==> src/rtl/nn_layer_seq.sv <==
// rtl/nn_layer_seq.sv - layer sequencer and activation stage for the 1->16->16->1 datapath
// Optional leaky ReLU activation when NN_LEAKY_RELU_EN is defined.
module nn_layer_seq #(
  parameter int SETTLE_CYCLES = 1,
  parameter int W = 16,
  parameter int N = 16
) (
  input  logic           clk,
  input  logic           rst,
  input  logic           in_valid,
  output logic           in_ready,
  input  logic [W-1:0]   in_data,
  output logic [2:0]     layer,
  output logic [W-1:0]   sample,
  input  logic [N*W-1:0] mat_in_vec,
  output logic [N*W-1:0] l1_vec,
  output logic [N*W-1:0] l2_vec,
  output logic           out_valid,
  input  logic           out_ready,
  output logic [W-1:0]   out_data,
  output logic           busy
);

  typedef enum logic [2:0] {S_IDLE, S_L0, S_L1, S_L2, S_OUT} state_t;

  state_t     state, state_next;
  logic [3:0] cnt;
  logic       term;
  logic       active;

  assign term   = (cnt == 4'(SETTLE_CYCLES - 1));
  assign active = (state == S_L0) || (state == S_L1) || (state == S_L2);

  function automatic logic [W-1:0] act(input logic [W-1:0] x);
`ifdef NN_LEAKY_RELU_EN
    act = x[W-1] ? W'($signed(x) >>> 3) : x;
`else
    act = x[W-1] ? '0 : x;
`endif
  endfunction

  function automatic logic [N*W-1:0] act_vec(input logic [N*W-1:0] v);
    logic [N*W-1:0] r;
    r = '0;
    for (int i = 0; i < N; i++) r[i*W +: W] = act(v[i*W +: W]);
    return r;
  endfunction

  always_ff @(posedge clk) begin
    if (rst) begin
      state <= S_IDLE;
      cnt   <= '0;
    end else begin
      state <= state_next;
      // Counter restarts on every state change so each layer gets a full settle window
      cnt   <= (state_next != state || !active) ? 4'd0 : cnt + 4'd1;
    end
  end

  always_comb begin
    state_next = state;
    in_ready   = 1'b0;
    busy       = 1'b1;
    layer      = 3'd7;
    case (state)
      S_IDLE: begin
        in_ready = 1'b1;
        busy     = 1'b0;
        if (in_valid) state_next = S_L0;
      end
      S_L0: begin
        layer = 3'd0;
        if (term) state_next = S_L1;
      end
      S_L1: begin
        layer = 3'd1;
        if (term) state_next = S_L2;
      end
      S_L2: begin
        layer = 3'd2;
        if (term) state_next = S_OUT;
      end
      S_OUT: begin
        if (out_valid && out_ready) state_next = S_IDLE;
      end
      default: state_next = S_IDLE;
    endcase
  end

  always_ff @(posedge clk) begin
    if (rst) begin
      sample    <= '0;
      l1_vec    <= '0;
      l2_vec    <= '0;
      out_data  <= '0;
      out_valid <= 1'b0;
    end else begin
      case (state)
        S_IDLE: if (in_valid) sample <= in_data;
        S_L0:   if (term) l1_vec <= act_vec(mat_in_vec);
        S_L1:   if (term) l2_vec <= act_vec(mat_in_vec);
        S_L2: begin
          // Output layer is linear: element 0 is passed through unrectified
          if (term) begin
            out_data  <= mat_in_vec[W-1:0];
            out_valid <= 1'b1;
          end
        end
        S_OUT:  if (out_ready) out_valid <= 1'b0;
        default: ;
      endcase
    end
  end

endmodule

==> config.mk <==
export PLATFORM = sky130hd
export DESIGN_NAME = nn_layer_seq
export DESIGN_NICKNAME = d
export VERILOG_FILES = /design/src/rtl/nn_layer_seq.sv
export SDC_FILE = /design/constraint.sdc
export NUM_CORES = 1
export LEC_CHECK = 0
export CAP_MARGIN = 20
export CORE_AREA = 2 2 320 322
export CTS_CLUSTER_DIAMETER = 150
export DETAILED_ROUTE_END_ITERATION = 7
export DIE_AREA = 0 0 322 324
export HOLD_SLACK_MARGIN = 0.03
export PLACE_DENSITY = 0.5
export SYNTH_ARGS = -nofsm -noshare
export SYNTH_HDL_FRONTEND = slang
export SYNTH_SLANG_ARGS = --single-unit
==> constraint.sdc <==
create_clock -name clk -period 2.5 [get_ports clk]
set_input_delay 0.5 -clock clk [delete_from_list [all_inputs] [get_ports clk]]
set_output_delay 0.5 -clock clk [all_outputs]
set_load 0.02 [all_outputs]
==> results.cfg, run 1 <==
[yosys]
syn-cell-area_sq_mm = 0.0222
synth_top_family_by_area = simple AND/OR/NAND/NOR gates
synthCells = 2055
synth_cell_types = 31
synth_compound_gate_area_share_pct = 0.484
ys_warn_count = 0
synth-xor-area-share_pct = 0.158
synth.mux.area_fraction_pct = 22.3
synth.area.top_cells = dfxtp_1 (47%), mux2i_1 (22%), nand2b_1 (15%), or3b_2 (9.5%), clkbuf_1 (1.9%)
synthAdderAreaFrac_pct = 0.113
synthArstFlopShare_pct = 0
ys.flop_type = dfxtp_1
synth_area_leader_cell = dfxtp_1
ys_seq_area_share_pct = 46.8
ys_ff_latch = 520
synth_most_common_cell = dfxtp_1
synth_edf_count = 0
avgSynthCellArea_sq_um = 10.8
ys_top_cells_by_count = dfxtp_1 (520), nand2b_1 (516), mux2i_1 (496), or3b_2 (240), clkbuf_1 (112)
synth.top_cell.area_share_pct = 46.8
synth_simple_gate_area_share_pct = 25.2

[pwr]
totalPowerFinal_mw = 23.8
pwr-share-seq_pct = 38.4
p_comb_share_pct = 22.2
switchingPower_mw = 6.80
power_density_mw_per_mm2 = 708
clkPwrFrac_pct = 39.4
netSwitchingFraction_pct = 28.5
p_leak_nw = 14.2
internal_power_mw = 17.0
ir_drop_v = 0.000416

[drt]
vias_per_cell = 4.06
routedWlPerCell_um = 19.0
routed-via-count = 16900
ant_nets = 0
drtPass1Iterations = 4
drc = 0
wirelength_mm = 79.5
drtIter0Drc = 581

[clock_network]
post-cts-setup-buffer-count = 0
hold_buffers = 0
cts_buffer_depth = 3
htree_levels = 3
cts_resized = 5
clock_sinks = 520
cts.clk_slew.worst_paths_ns = 0.06
tritoncts = done
cts_made_buffers = 66
cts_root_buffer = clkbuf_16
clk_latency_ns = 0.61

[sta]
finClkSkew_ns = 0.0195
drv_slew = 0
fin_tns_setup_ns = 0
period_share_pct = 94.1
rsz0062_at_grt = false
finalCriticalPeriod_ns = 2.35
whs_ns = 0.437
tightest_slew_ns = 0.601
timing.slew.headroom_pct = 59.8
fmax_mhz = 425
finalSetupViolCount = 0
timing.final.ws_setup_ns = 0.147
hold_viol_final = 0

[final_layout]
layout-drive-gt1-share_pct = 14.3
final_cell_area_sq_mm = 0.0337
instances_no_fill = 4172
fin_nets = 3093
area_growth_pct = 51.6
multi_input_area_sq_mm = 0.0109
fill_cells = 10400
ff_latch_area_sq_mm = 0.0104
post-route-util_pct = 33.3

[floorplan]
core_area_sq_mm = 0.101
die_w_um = 322
initial_core_util_pct = 22.0
die-area_sq_mm = 0.104
pin_count = 826
num_rows = 117
die_h_um = 324

[setup_path]
worstSetupPathType = reg2out
cp.required_ns = 2.00
worstSetupEndpointType = output pin
crit_arrival_ns = 1.85
cp-start-kind = flop
critPathMaxFanout = 14

[global_routing]
track_usage_pct = 14.5
grt_max_degree = 84
grt_pass1_wl_mm = 115
grt_pass1_vias = 17400
use_met2_pct = 24.8
antenna_found_initial = 9
use_met1_pct = 16.0
grt_busiest_layer = met2
use_met3_pct = 5.88
grt_overflow = 0

[placed_design]
pre_cts_slack_ns = 0.363
placedInstanceArea_sq_mm = 0.0316
place_inst = 4056
place_hpwl_mm = 58.5
place.port_buffers = 793
gp_congestion = 0.771

[outcome]
status = finished, final reports clean

[flow_run]
drv_cap = 0

[worst_hold_path]
worstHoldPathType = in2reg
==> placed cells by master, fill, tap and decap left out, types with 4 or more instances in the layout <==
cell type,n
nor2_1,4
a21oi_1,17
buf_4,45
nand2b_1,516
mux2i_1,496
clkbuf_16,69
clkbuf_8,15
clkdlybuf4s50_1,789
conb_1,32
clkinv_2,9
inv_1,4
buf_12,18
clkbuf_1,15
or3b_2,240
dfxtp_1,518
nand2_1,37
==> power groups by stage <==
stage	Sequential [mW]	Clock (mW)	Combinational, mW
2_1_floorplan	9.92	0	2.46
3_3_place_gp	9.32	0	5.42
3_5_place_dp	9.32	0	5.40
4_1_cts	9.15	9.80	5.40
5_1_grt	9.21	10.1	5.61
6_report	9.15	9.39	5.30
==> critical path, stage by stage (launching register included) <==
cell,delay (ns)
dfxtp_1,0.32
buf_4,0.18
nand2b_1,0.12
clkdlybuf4s50_1,0.62
==> state kept, by name (all words and copies together), names as in the netlist <==
register   count
l1_vec       240
l2_vec       240
out_data      16
sample        16
cnt            4
state          3
out_valid      1
==> metal layers <==
layer	vias up	wire length, um	share of wire [%]
li1	8355	-	-
met1	7916	31100	39
met2	537	38600	49
met3	126	7170	9.0
met4	12	2510	3.2
met5	-	83	0.10
==> path summary, 6_finish.rpt <==
| path | start | endpoint | slack [ns] | cells after the start |
|---|---|---|---|---|
| min | in_data[13] | sample[13] | 0.44 | 3 |
| max reg2reg | cnt[0] | l2_vec[139] | 0.37 | 7 |
| min reg2reg | sample[11] | sample[11] | 0.46 | 2 |
| max | state[2] | layer[0] | 0.15 | 3 |
==> cells by family (layout without fill, tap and decap cells) <==
logic type,Yosys count,after routing
buffers and inverters,199,973
AND/OR/NAND/NOR,813,813
AO/OA/AOI/OAI,20,20
multiplexers,496,496
adder cells (fa/ha/maj),2,2
XOR/XNOR,4,4
other,1,35
flip-flops,520,520
==> area by class of cell <==
type,count,share of cell area [%]
Timing Repair Buffer,856,25.6
Tap cell,1309,4.86
Antenna cell,3,0.0223
Clock buffer,99,5.91
Sequential cell,520,30.9
Inverter,4,0.0446
Clock inverter,14,0.320
Multi-Input combinational cell,1367,32.3
(Power assumes the default switching activity.)
==> run 2, diff against run 1 <==
CTS_CLUSTER_SIZE = 8   (was unset)
==> run 2 against run 1 <==
  * Total power down 1.7%
  * Wire length up 0.20%
  * Clock-buffer cell count down 24
  * Utilization down 0.19 points
==> results.cfg, run 2 (synthesis results as in run 1) <==
[setup_path]
worstSetupPathType = reg2out
cp-start-kind = flop
worstSetupEndpointType = output pin
slowest_delay_ns = 0.62
cp_cell_sequence = xor2_1, nand2b_1, clkdlybuf4s50_1
critical_path.top_delay_family = buffers and inverters
cp_num_buf_inv = 1
r2r-start = cnt[0]
cp-startpoint = state[1]
crit_arrival_ns = 1.85
cp.required_ns = 2.00
r2r_setup_slack_ns = 0.38
critPathMaxFanout = 10
cp_slowest_cell = clkdlybuf4s50_1

[final_layout]
fin_nets = 3101
post-route-util_pct = 33.1
fill_cells = 10400
layout_commonest_cell = clkdlybuf4s50_1
final_cell_mix = clkdlybuf4s50_1 (789), dfxtp_1 (518), nand2b_1 (516)
layout-drive-gt1-share_pct = 13.7
instances_no_fill = 4138
multi_input_area_sq_mm = 0.0109
area_growth_pct = 50.7
reg_top3 = l1_vec: 240 flops, l2_vec: 240 flops
ff_latch_area_sq_mm = 0.0104

[placed_design]
gp_congestion = 0.771
place_inst = 4056
place.port_buffers = 793
place_hpwl_mm = 58.5

[drt]
drtIter0Drc = 616
ant_nets = 0
routedWlPerCell_um = 19.2
vias_per_cell = 4.10
routed-via-count = 16900
wirelength_mm = 79.6
drtPass1Iterations = 4
drc = 0

[floorplan]
die_h_um = 324
die_w_um = 322
initial_core_util_pct = 22.0
core_area_sq_mm = 0.101
num_rows = 117
pin_count = 826
die-area_sq_mm = 0.104

[global_routing]
track_usage_pct = 14.5
grt_max_degree = 84
grt_pass1_wl_mm = 115
grt_pass1_vias = 17400
grt_overflow = 0
antenna_found_initial = 9

[sta]
timing.slew.headroom_pct = 61.0
fmax_mhz = 426
period_share_pct = 93.8
tightest_slew_ns = 0.584
hold_viol_final = 0
whs_ns = 0.449
finalCriticalPeriod_ns = 2.35
finalSetupViolCount = 0
fin_tns_setup_ns = 0
drv_slew = 0
rsz0062_at_grt = false
finClkSkew_ns = 0.0126

[clock_network]
tritoncts = done
cts_made_buffers = 74
cts_buffer_depth = 3
cts.clk_slew.worst_paths_ns = 0.05
clk_latency_ns = 0.61
cts_root_buffer = clkbuf_16
clock_sinks = 520
htree_levels = 3

[flow_run]
drv_cap = 0

[pwr]
p_leak_nw = 14.1
power_density_mw_per_mm2 = 699
ir_drop_v = 0.000373

[outcome]
status = finished, final reports clean

[worst_hold_path]
min-delay-start = in_data[14]
worstHoldPathType = in2reg
-- run 2: path summary, 6_finish.rpt --
check	end	depth (start not counted)
hold / removal	sample[14]	3
setup reg to reg	l2_vec[188]	7
setup / recovery	layer[1]	3
hold reg to reg	sample[11]	2
-- run 2: layer usage --
layer  vias up  part of all wire [%]  global-route usage (%)
li1       8332                     -                       -
met1      7924                    39                    16.0
met2       558                    49                    24.9
met3       122                   9.0                    5.84
met4        10                   3.0                    5.67
met5         -                 0.088                       0
-- run 2: area by class of cell --
type,count,area share [%]
timing repair buffer,856,25.8
tap,1309,4.89
antenna,4,0.0299
clock buffer,75,5.61
inverter,4,0.0448
sequential,520,31.1
clock inverter,3,0.0785
multi-input combinational,1367,32.5
-- run 2: through the flow --
step | setup slack, ns | power, mW | area (sq um)
detailed placement | 0.363 | 14.7 | 31600
floorplan | 0.609 | 12.4 | 22300
global route | 0.0374 | 24.5 | 33500
global placement | 0.388 | 14.7 | 31600
finish | 0.154 | 23.4 | 33500
CTS | 0.0469 | 23.9 | 33500
-- run 2: power by group --
part	internal, mW	switching (mW)
combinational	2.61	2.69
clock	5.25	3.70
sequential	8.85	0.310
-- run 2: repair_timing --
action	in CTS	in global routing
hold buffers	0	0
gates resized for setup	5	0
endpoints found under the setup margin	4	0
setup buffers	0	0
-- run 2: tightest hold or removal path: stages --
cell	delay (ns)
clkdlybuf4s50_1	0.40
nand2_1	0.06
a21oi_1	0.05
